$ cat src/rtl/uart_pkg.sv
// Shared types for the UART receive-side controller.
package uart_pkg;

    localparam int UART_DATA_W = 8;

    typedef enum logic [1:0] {
        IDLE,
        CAPTURE,
        ACK,
        WAIT_CLR
    } rx_ctrl_state_t;

    typedef struct packed {
        logic                   parity_err;
        logic [UART_DATA_W-1:0] data;
    } rx_entry_t;

endpackage

$ cat src/rtl/uart_sync_fifo.sv
// Single-clock first-word-fall-through FIFO with a registered head entry.
module uart_sync_fifo #(
    parameter int WIDTH = 9,
    parameter int DEPTH = 16,
    parameter int LVL_W = $clog2(DEPTH) + 1
) (
    input  logic             clk,
    input  logic             reset_n,
    input  logic             push_i,
    input  logic             pop_i,
    input  logic [WIDTH-1:0] din_i,
    output logic [WIDTH-1:0] dout_o,
    output logic             full_o,
    output logic             empty_o,
    output logic [LVL_W-1:0] level_o
);

    localparam int PTR_W = $clog2(DEPTH);
    localparam logic [LVL_W-1:0] DEPTH_L = LVL_W'(DEPTH);
    localparam logic [LVL_W-1:0] ONE_L   = LVL_W'(1);

    logic [WIDTH-1:0] mem [DEPTH];

    logic [PTR_W-1:0] wr_ptr_q, wr_ptr_d;
    logic [PTR_W-1:0] rd_ptr_q, rd_ptr_d;
    logic [LVL_W-1:0] count_q, count_d;
    logic [WIDTH-1:0] head_q, head_d;
    logic             push_acc;
    logic             pop_acc;

    // A pop on a full FIFO frees the slot the simultaneous push lands in.
    assign pop_acc  = pop_i && (count_q != '0);
    assign push_acc = push_i && ((count_q != DEPTH_L) || pop_acc);

    always_ff @(posedge clk) begin
        if (push_acc) begin
            mem[wr_ptr_q] <= din_i;
        end
    end

    always_comb begin
        wr_ptr_d = wr_ptr_q;
        rd_ptr_d = rd_ptr_q;
        count_d  = count_q;
        head_d   = head_q;
        if (push_acc) begin
            wr_ptr_d = wr_ptr_q + PTR_W'(1);
        end
        if (pop_acc) begin
            rd_ptr_d = rd_ptr_q + PTR_W'(1);
        end
        if (push_acc && !pop_acc) begin
            count_d = count_q + ONE_L;
        end else if (pop_acc && !push_acc) begin
            count_d = count_q - ONE_L;
        end
        // The head register holds its value once the FIFO drains.
        if (push_acc && ((count_q == '0) || (pop_acc && (count_q == ONE_L)))) begin
            head_d = din_i;
        end else if (pop_acc && (count_q > ONE_L)) begin
            head_d = mem[rd_ptr_q + PTR_W'(1)];
        end
    end

    always_ff @(posedge clk or negedge reset_n) begin
        if (!reset_n) begin
            wr_ptr_q <= '0;
            rd_ptr_q <= '0;
            count_q  <= '0;
            head_q   <= '0;
        end else begin
            wr_ptr_q <= wr_ptr_d;
            rd_ptr_q <= rd_ptr_d;
            count_q  <= count_d;
            head_q   <= head_d;
        end
    end

    assign dout_o  = head_q;
    assign level_o = count_q;
    assign empty_o = (count_q == '0);
    assign full_o  = (count_q == DEPTH_L);

endmodule

$ cat src/rtl/uart_rx_ctrl.sv
// Receive controller: frame capture FSM, RX FIFO, overrun, RTS hysteresis, interrupt.
module uart_rx_ctrl
    import uart_pkg::*;
#(
    parameter int FIFO_DEPTH = 16,
    parameter int RTS_HI     = 12,
    parameter int RTS_LO     = 8,
    parameter int LVL_W      = $clog2(FIFO_DEPTH) + 1
) (
    input  logic                   clk,
    input  logic                   reset_n,
    input  logic                   rx_done,
    input  logic [UART_DATA_W-1:0] rx_data,
    input  logic                   parity_error,
    output logic                   host_read_data,
    output logic                   rts_n,
    input  logic                   pop,
    output logic [UART_DATA_W-1:0] rd_data,
    output logic                   rd_parity_err,
    output logic                   fifo_empty,
    output logic                   fifo_full,
    output logic [LVL_W-1:0]       fifo_level,
    output logic                   overrun,
    input  logic                   clr_overrun,
    input  logic                   int_en,
    output logic                   rx_int
);

    localparam logic [LVL_W-1:0] RTS_HI_L = LVL_W'(RTS_HI);
    localparam logic [LVL_W-1:0] RTS_LO_L = LVL_W'(RTS_LO);

    rx_ctrl_state_t state_q, state_d;
    logic           push_req;
    logic           drop;
    logic           overrun_q, overrun_d;
    logic           rts_q, rts_d;
    logic           rx_int_q, rx_int_d;
    rx_entry_t      push_entry;
    rx_entry_t      head_entry;

    assign push_entry = '{parity_err: parity_error, data: rx_data};

    uart_sync_fifo #(
        .WIDTH ($bits(rx_entry_t)),
        .DEPTH (FIFO_DEPTH),
        .LVL_W (LVL_W)
    ) u_fifo (
        .clk     (clk),
        .reset_n (reset_n),
        .push_i  (push_req),
        .pop_i   (pop),
        .din_i   (push_entry),
        .dout_o  (head_entry),
        .full_o  (fifo_full),
        .empty_o (fifo_empty),
        .level_o (fifo_level)
    );

    always_ff @(posedge clk or negedge reset_n) begin
        if (!reset_n) begin
            state_q <= IDLE;
        end else begin
            state_q <= state_d;
        end
    end

    // WAIT_CLR keeps a long rx_done from producing a second push.
    always_comb begin
        state_d        = state_q;
        push_req       = 1'b0;
        drop           = 1'b0;
        host_read_data = 1'b0;
        case (state_q)
            IDLE: begin
                if (rx_done) begin
                    state_d = CAPTURE;
                end
            end
            CAPTURE: begin
                if (!fifo_full || pop) begin
                    push_req = 1'b1;
                end else begin
                    drop = 1'b1;
                end
                state_d = ACK;
            end
            ACK: begin
                host_read_data = 1'b1;
                state_d        = WAIT_CLR;
            end
            WAIT_CLR: begin
                if (!rx_done) begin
                    state_d = IDLE;
                end
            end
            default: state_d = IDLE;
        endcase
    end

    always_comb begin
        overrun_d = overrun_q;
        if (drop) begin
            overrun_d = 1'b1;
        end else if (clr_overrun) begin
            overrun_d = 1'b0;
        end

        rts_d = rts_q;
        if (fifo_level >= RTS_HI_L) begin
            rts_d = 1'b1;
        end else if (fifo_level <= RTS_LO_L) begin
            rts_d = 1'b0;
        end

        rx_int_d = int_en && ((fifo_level >= RTS_LO_L) || overrun_q);
    end

    always_ff @(posedge clk or negedge reset_n) begin
        if (!reset_n) begin
            overrun_q <= 1'b0;
            rts_q     <= 1'b0;
            rx_int_q  <= 1'b0;
        end else begin
            overrun_q <= overrun_d;
            rts_q     <= rts_d;
            rx_int_q  <= rx_int_d;
        end
    end

    assign overrun       = overrun_q;
    assign rts_n         = rts_q;
    assign rx_int        = rx_int_q;
    assign rd_data       = head_entry.data;
    assign rd_parity_err = head_entry.parity_err;

endmodule

$ cat config.mk
export PLATFORM = sky130hd
export DESIGN_NAME = uart_rx_ctrl
export DESIGN_NICKNAME = d
export VERILOG_FILES = /design/src/rtl/uart_pkg.sv /design/src/rtl/uart_sync_fifo.sv /design/src/rtl/uart_rx_ctrl.sv
export SDC_FILE = /design/constraint.sdc
export NUM_CORES = 1
export LEC_CHECK = 0
export BUFFER_PORTS_ARGS = -buffer_cell sky130_fd_sc_hd__buf_2
export CAP_MARGIN = 15
export CORE_UTILIZATION = 45
export CTS_BUF_LIST = sky130_fd_sc_hd__clkbuf_2
export DETAILED_ROUTE_END_ITERATION = 7
export SYNTH_ARGS = -nofsm -noshare
export SYNTH_HDL_FRONTEND = slang
export SYNTH_SLANG_ARGS = --single-unit
$ cat constraint.sdc
create_clock -name clk -period 6.87 [get_ports clk]
set_input_delay 2.061 -clock clk [delete_from_list [all_inputs] [get_ports clk]]
set_output_delay 2.061 -clock clk [all_outputs]
set_load 0.03 [all_outputs]
* Yosys cells after proc, flatten, opt, wreduce, memory -nomap -nowiden
Memories as Yosys holds them, arrays and structs flattened.
Index checks and enable logic that the tools add are counted.
** Word-level totals
- Input port bits :: 15
- Memories kept :: 1
- Bits in latches :: 0
- Bits in read-only memories :: 0
- RAM bits :: 144
- Output and inout port bits :: 20
- Register bits :: 27
** Cells by class
- Equal/unequal tests :: 8
- Order comparisons :: 4
- Div/mod/pow operators :: 0
- Bitwise logic cells :: 0
- Reduce and logical (&&, ||, !) cells :: 23
- $mul :: 0
- Shifts and indexed selects :: 0
- Mux-type cells :: 18
- $add $sub $neg :: 4
** Memories
- u_fifo.mem :: depth 16, width 9, read ports 1, clocked after Yosys merged registers in 0, wr ports 1, line uart_sync_fifo.sv:22 : logic [WIDTH-1:0] mem [DEPTH];
** Operator list (count)
- $mux 9 :: 2
- $mux 1 :: 11
- $ge 5x4->1 const B :: 2
- $mux 5 :: 2
- $add 4x1->4 const B :: 2
- $logic_and 1x1->1 :: 8
- $pmux 2 s4 :: 1
- $reduce_bool 2->1 :: 4
- $add 5x1->5 const B :: 1
- $eq 5x1->1 const B :: 1
- $eq 5x5->1 const B :: 1
- $gt 5x1->1 const B :: 1
- $le 5x4->1 const B :: 1
- $logic_not 5->1 :: 1
- $ne 5x5->1 const B :: 1
- $reduce_bool 5->1 :: 1
- $sub 5x1->5 const B :: 1
- $eq 2x2->1 const B :: 2
- $logic_or 1x1->1 :: 4
- $mux 2 :: 2
- $ne 2x2->1 const B :: 2
- $logic_not 1->1 :: 3
- $eq 2x1->1 const B :: 1
- $logic_not 2->1 :: 1
- $reduce_and 2->1 :: 1

* Longest topological paths before layout
Gate-level depths: netlist of the first run.
- Word-level depth :: 10
- Mapped depth :: 9
- Depth with buffers taken out :: 8

* By module
From an unflattened synthesis of the first run, not the netlist that was laid out.
** Unflattened totals
- Cells, all modules :: 394
- Area, all modules :: 7138.1 um2
** By module, submodules not included
- uart_sync_fifo :: area an instance 6856.6 um2, cells an instance 369, times used 1
- uart_rx_ctrl :: area an instance 281.5 um2, cells an instance 25, times used 1

* Worst setup path before layout of the first run
OpenSTA, ideal clock, no wires.
- Kind :: input -> register
- Start point :: input port pop
- End point :: memory u_fifo.mem[3][0] (enable)
- Arrival time :: 3.322 ns
- Slack :: 3.161 ns
- Stages on the path :: 5
- Path through :: and4b_1 -> nor2b_1 -> buf_2 -> nand2_1 -> nor3_1
** Between the ends
- Longest elaborated chain between the ends :: 6
- Elaborated cells between the ends (all ways) :: 8
- Those cells by class :: mux: 4; reduce/logical: 4
** Ends and longest elaborated chain
- start, declared :: line uart_rx_ctrl.sv:17 : input logic pop,
- $logic_or 1x1->1 :: line uart_rx_ctrl.sv:80 : if (!fifo_full || pop) begin
- $mux 1 :: line uart_rx_ctrl.sv:80
- $mux 1 :: line uart_rx_ctrl.sv:73 : case (state_q)
- $logic_and 1x1->1 * :: line uart_sync_fifo.sv:33 : assign push_acc = push_i && ((count_q != DEPTH_L) || pop_acc);
- named net u_fifo.push_acc :: line uart_sync_fifo.sv:28 : logic push_acc;
- $mux 1 * :: line uart_sync_fifo.sv:36 : if (push_acc) begin
- $mux 1 (implied by the code) * :: line uart_sync_fifo.sv:37 : mem[wr_ptr_q] <= din_i;
- end, declared :: line uart_sync_fifo.sv:22
The timed path passes the listed nets; every way through them passes the cells marked *.

* Final worst setup path of the first run
- Start point :: register u_fifo.count_q[0], in the netlist u_fifo.level_o[0]
- End point :: output port fifo_empty
** Between the ends
- Longest elaborated chain between the ends :: 1
** Ends and longest elaborated chain
- start, declared :: line uart_sync_fifo.sv:26 : logic [LVL_W-1:0] count_q, count_d;
- start signal, assigned :: line uart_sync_fifo.sv:74 : count_q <= count_d;
- $logic_not 5->1 :: line uart_sync_fifo.sv:81 : assign empty_o = (count_q == '0);
- end, declared :: line uart_rx_ctrl.sv:20 : output logic fifo_empty,
Every way passes these cells.

==> results of run 1 <==
## flip-flops by register name, summed over array words and instances, names as in the netlist
name             count
u_fifo.level_o       5
u_fifo.wr_ptr_q      4
u_fifo.rd_ptr_q      4
rx_int               1
overrun              1
rts_n                1
u_fifo.dout_o        9
u_fifo.mem         144
state_q              2
## synthesized netlist by cell type, types with 3 or more instances
cell type | number | area [um2]
xor2_1 | 5 | 43.8
buf_2 | 5 | 25.0
nand2b_1 | 4 | 25.0
buf_6 | 3 | 33.8
a21oi_1 | 14 | 70.1
clkbuf_1 | 5 | 18.8
xnor2_1 | 6 | 52.6
o21ai_0 | 25 | 125
nor2_1 | 15 | 56.3
mux4_2 | 36 | 811
nand4_1 | 12 | 75.1
nand2_1 | 20 | 75.1
inv_1 | 8 | 30.0
o221a_1 | 9 | 101
dfrtp_1 | 27 | 676
ha_1 | 15 | 188
nor3_1 | 4 | 20.0
edfxtp_1 | 144 | 4320
## power by group
| group | switching, W | internal (W) | leakage [nW] |
|---|---|---|---|
| sequential | 0.000119 | 0.00127 | 1.61 |
| clock | 0.000336 | 0.000213 | 0.153 |
| combinational | 0.000735 | 0.000535 | 0.829 |
## worst paths after layout
kind,slack [ns],from,endpoint,depth (start not counted)
setup / recovery,2.48,u_fifo.level_o[0]$_DFFE_PN0P_,fifo_empty,5
hold / removal,0.55,overrun$_DFFE_PN0P_,rx_int$_DFF_PN0_,1
setup reg to reg,3.56,u_fifo.level_o[0]$_DFFE_PN0P_,u_fifo.mem[3][2]$_DFFE_PP_,6
hold reg to reg,0.55,overrun$_DFFE_PN0P_,rx_int$_DFF_PN0_,1
max in group asynchronous,5.08,reset_n,u_fifo.rd_ptr_q[0]$_DFFE_PN0P_,1
min in group asynchronous,1.36,reset_n,rts_n$_DFFE_PN0P_,1
## through the flow
step | setup WS (ns) | hold slack (ns) | power (W) | util (%)
2_1_floorplan | 3.16 | 0.520 | 0.00234 | -
3_3_place_gp | 2.27 | 0.507 | 0.00268 | 48.6
3_5_place_dp | 2.21 | 0.513 | 0.00269 | 48.6
4_1_cts | 2.37 | 0.555 | 0.00324 | 50.2
5_1_grt | 2.27 | 0.587 | 0.00338 | 50.3
6_report | 2.48 | 0.552 | 0.00321 | 50.3
## critical path, delay by kind of cell, from the launching register on
family	cells	cell delay, ns
fa+ha+maj	1	0.21
simple gates	1	0.52
flops	1	0.54
buf+inv	3	0.37
## layout make-up
cell class,instances,area [um2]
diodes,1,2.50
inverters,8,30.0
clock buffers,22,110
repair buffers,39,208
clock inverters,10,144
well taps,188,235
flip-flops and latches,171,5000
multi-input cells,193,1910
fillers,1275,7560
## kinds of logic after synthesis
kind of cell | count (synthesis) | synth area share (%)
AO/OA/AOI/OAI | 56 | 5.50
XOR/XNOR | 11 | 1.37
adder cells (fa/ha/maj) | 15 | 2.67
buffers and inverters | 23 | 1.69
flip-flops | 171 | 71.1
multiplexers | 39 | 12.0
AND/OR/NAND/NOR | 72 | 5.71
## routing by layer
layer | share of wire (%) | up-vias
met5 | 0 | -
met4 | 0.70 | 0
met3 | 5.9 | 8
met2 | 46 | 111
met1 | 47 | 1835
li1 | - | 1637
==> results.yml, run 1 <==
run_status:
  status: "finished, final reports clean"
critical_path:
  crit_required_ns: 4.81
  path_common_cell: "inv_1"
  timing.critical_path.cells: "inv_1 -> ha_1 -> or4b_4 -> inv_1 -> buf_2"
  worstSetupPathType: "register to primary output"
  critPathArrivalTime_ns: 2.33
  critical_path.endpoint_type: "primary output"
  crit_path_top_delay_cell: "dfrtp_1"
  critical_path.max_fanout: 9
  start_kind: "register"
  critPathMaxStageDelay_ns: 0.54
global_route:
  antenna_found_initial: 1
  grtUsageTotal_pct: 19.6
  grt_start_max_net_pins: 44
  grt_first_pass_wirelength_mm: 22.4
  grt_pass1_vias: 3670
  grt-busiest-layer: "met1"
  grt_overflow: 0
  grtUsageMet2_pct: 28.6
  grt_use_met3_pct: 5.95
  grt_use_met1_pct: 29.0
routing:
  wl_mm: 14.6
  route.detailed.wl_per_inst_um: 23.1
  dr.pass1.iters: 4
  drt.antenna.violating_nets: 0
  num_vias: 3591
  vias_per_cell: 5.68
  drc_errors: 0
  drt_iter0_markers: 270
sta:
  rsz0062_at_grt: "false"
  hold_violations: 0
  max_slew_margin_pct: 27.5
  post-route-period-util_pct: 63.9
  timing.setup.tns_ns: 0
  fin_crit_ns: 4.39
  fmax_ghz: 0.228
  setup_viol: 0
  clock-skew-final_ns: 0.0303
  tightestPinTransition_ns: 1.08
  slew_violations: 0
finish:
  layout_common_cells: "144 x edfxtp_1, 36 x mux4_2, 34 x buf_2"
  drive_above_1_share_pct: 26.6
  layout_commonest_cell: "edfxtp_1"
  stdcell_count: 632
  area_growth_pct: 8.70
  fin_area_um2: 7640
  final_nets: 460
power_and_ir_drop:
  ir_drop_uv: 200
  leakage_nw: 2.60
  power.density_nw_per_um2: 420
synth:
  avgSynthCellArea_um2: 18.2
  yosysWarningCount: 0
  synth_cell_types: 43
  synthCells: 387
  ys_seq_elements: 171
  yosysSeqAreaShare_pct: 71.1
  synth-main-ff-cell: "edfxtp_1"
  synth_edf_count: 144
  syn-num-nets: 417
  async_flop_share_pct: 15.8
  syn_area_um2: 7030
floorplanning:
  die_area_um2: 16100
  initial_utilization_pct: 46.3
  design.core.area_um2: 15200
  rows: 45
  io_pins: 35
  fp.dieW_um: 127
  die_h_um: 127
clock_tree:
  cts_tree: "built"
  clk_pin_slew_ns: 0.23
  post_cts_resized: 0
  htree_levels: 4
  cts_root_buffer: "clkbuf_2"
  holdBufCountCts: 0
  clock-sinks: 171
  clk_path_buf_depth: 2
  numCtsBuffers: 17
  cts_setup_buffers: 0
  clkLatencyLatePin_ns: 0.69
run:
  maxCapViolCount: 0
place:
  dp_cells: 598
  dpl_cell_area_um2: 7380
  io_buffer_count: 34
  hpwl_mm: 9.50
  gp_congestion: 0.828
min_path:
  hp-class: "register to register"
(Power assumes the default switching activity.)
==> inputs of run 2 (changes only) <==
==> constraint.sdc (replaced) <==
create_clock -name clk -period 4.2 [get_ports clk]
set_input_delay 1.26 -clock clk [delete_from_list [all_inputs] [get_ports clk]]
set_output_delay 1.26 -clock clk [all_outputs]
set_load 0.03 [all_outputs]
==> run 2 against run 1 <==
Net effect:
- sequential power up 66%
- core utilization up 0.52 points
- highest routed layer unchanged
- clock power up 53%
- sequential share of layout area down 0.67 points
- flip-flop and latch count unchanged
==> results.yml, run 2 (same netlist as run 1, synthesis figures left out) <==
routing:
  num_vias: 3729
  route.detailed.wl_per_inst_um: 22.6
  dr.pass1.iters: 5
  drt.antenna.violating_nets: 0
  drt_iter0_markers: 314
  vias_per_cell: 5.79
  wl_mm: 14.6
  drc_errors: 0
global_route:
  grt_overflow: 0
  grt_first_pass_wirelength_mm: 22.5
  grt_start_max_net_pins: 38
  grt_pass1_vias: 3670
  grtUsageTotal_pct: 19.7
  antenna_found_initial: 0
clock_tree:
  cts_root_buffer: "clkbuf_2"
  numCtsBuffers: 17
  htree_levels: 4
  clk_path_buf_depth: 2
  cts_tree: "built"
  post_cts_resized: 0
  clkLatencyLatePin_ns: 0.69
  cts_setup_buffers: 0
  clk_pin_slew_ns: 0.22
  clock-sinks: 171
  holdBufCountCts: 0
place:
  dp_slack_ns: 1.06
  dp_cells: 612
  io_buffer_count: 34
  hpwl_mm: 9.45
  gp_congestion: 0.852
finish:
  largest_reg_flops: 144
  stdcell_count: 644
  diodes: 0
  regMostFlops: "u_fifo.mem"
  drive_above_1_share_pct: 28.7
  final_nets: 473
  fillers: 1255
  layout_commonest_cell: "edfxtp_1"
  regArea_um2: 5000
  layout_common_cells: "144 x edfxtp_1, 36 x mux4_2, 34 x buf_2"
  area_growth_pct: 9.82
  multi_input_area_um2: 1910
sta:
  tightestPinTransition_ns: 0.925
  fin_crit_ns: 3.56
  clock-skew-final_ns: 0.0305
  timing.setup.tns_ns: 0
  setup_viol: 0
  max_slew_margin_pct: 38.2
  rsz0062_at_grt: "false"
  worst_slack_ns: 0.636
  post-route-period-util_pct: 84.9
  fmax_ghz: 0.281
  hold_violations: 0
  slew_violations: 0
run_status:
  status: "finished, final reports clean"
critical_path:
  r2r_slack_ns: 1.51
  critPathArrivalTime_ns: 2.30
  critical_path.max_fanout: 9
  crit_required_ns: 2.94
  critical_path.endpoint_type: "primary output"
  start_kind: "register"
  worstSetupPathType: "register to primary output"
power_and_ir_drop:
  leakage_nw: 2.65
  ir_drop_uv: 560
  power.density_nw_per_um2: 677
min_path:
  hp-class: "register to register"
floorplanning:
  initial_utilization_pct: 46.3
  die_h_um: 127
  io_pins: 35
  design.core.area_um2: 15200
  fp.dieW_um: 127
  die_area_um2: 16100
  rows: 45
run:
  maxCapViolCount: 0
==> run 2: cell count changes in the layout (fill, tap and decap cells not counted), sizes merged <==
cell | previous run | this run
inv | 10 | 11
clkbuf | 23 | 19
buf | 38 | 52
diode | 1 | 0
bufinv | 3 | 2
clkinv | 3 | 5
clkinvlp | 2 | 3
==> run 2: worst paths after layout <==
check	start	end	depth (start not counted)
worst max-delay path	u_fifo.level_o[0]$_DFFE_PN0P_	fifo_empty	5
worst min-delay path	overrun$_DFFE_PN0P_	rx_int$_DFF_PN0_	1
worst max register to register	u_fifo.rd_ptr_q[0]$_DFFE_PN0P_	u_fifo.dout_o[5]$_DFFE_PN0P_	6
worst min register to register	overrun$_DFFE_PN0P_	rx_int$_DFF_PN0_	1
max in group asynchronous	reset_n	u_fifo.rd_ptr_q[0]$_DFFE_PN0P_	1
min in group asynchronous	reset_n	rx_int$_DFF_PN0_	1
==> run 2: metrics by stage <==
| stage | hold WS (ns) | cell area (um2) | power (W) | utilization [%] |
|---|---|---|---|---|
| finish | 0.557 | 7720 | 0.00523 | 50.8 |
| CTS | 0.491 | 7720 | 0.00529 | 50.8 |
| global route | 0.527 | 7720 | 0.00553 | 50.8 |
| global placement | 0.498 | 7490 | 0.00442 | 49.2 |
| detailed placement | 0.522 | 7490 | 0.00445 | 49.2 |
| floorplan | 0.520 | 7030 | 0.00382 | - |
==> run 2: where the power goes <==
part           switching, W  total, W  internal [W]
Clock              0.000559  0.000842      0.000282
Combinational       0.00119   0.00208      0.000889
Sequential         0.000235   0.00231       0.00207
Total               0.00198   0.00523       0.00325
==> run 2: layer usage <==
metal	GRT usage, %	share of wire (%)	routed length [um]
met4	4.62	0.74	108
met5	0	0	0
met1	28.0	46	6720
met2	31.1	48	7050
met3	4.69	4.8	696
==> run 2: cell type report <==
cell class | count | area share, %
Multi-Input combinational cell | 193 | 24.8
Sequential cell | 171 | 64.7
Timing Repair Buffer | 52 | 3.95
Inverter | 8 | 0.389
Clock inverter | 13 | 1.85
Clock buffer | 19 | 1.23
Tap cell | 188 | 3.05
==> run 2: worst max-delay path: stages (launching register included) <==
cell,delay (ns)
dfrtp_1,0.54
inv_1,0.13
ha_1,0.19
or4b_4,0.52
inv_1,0.07
buf_2,0.19
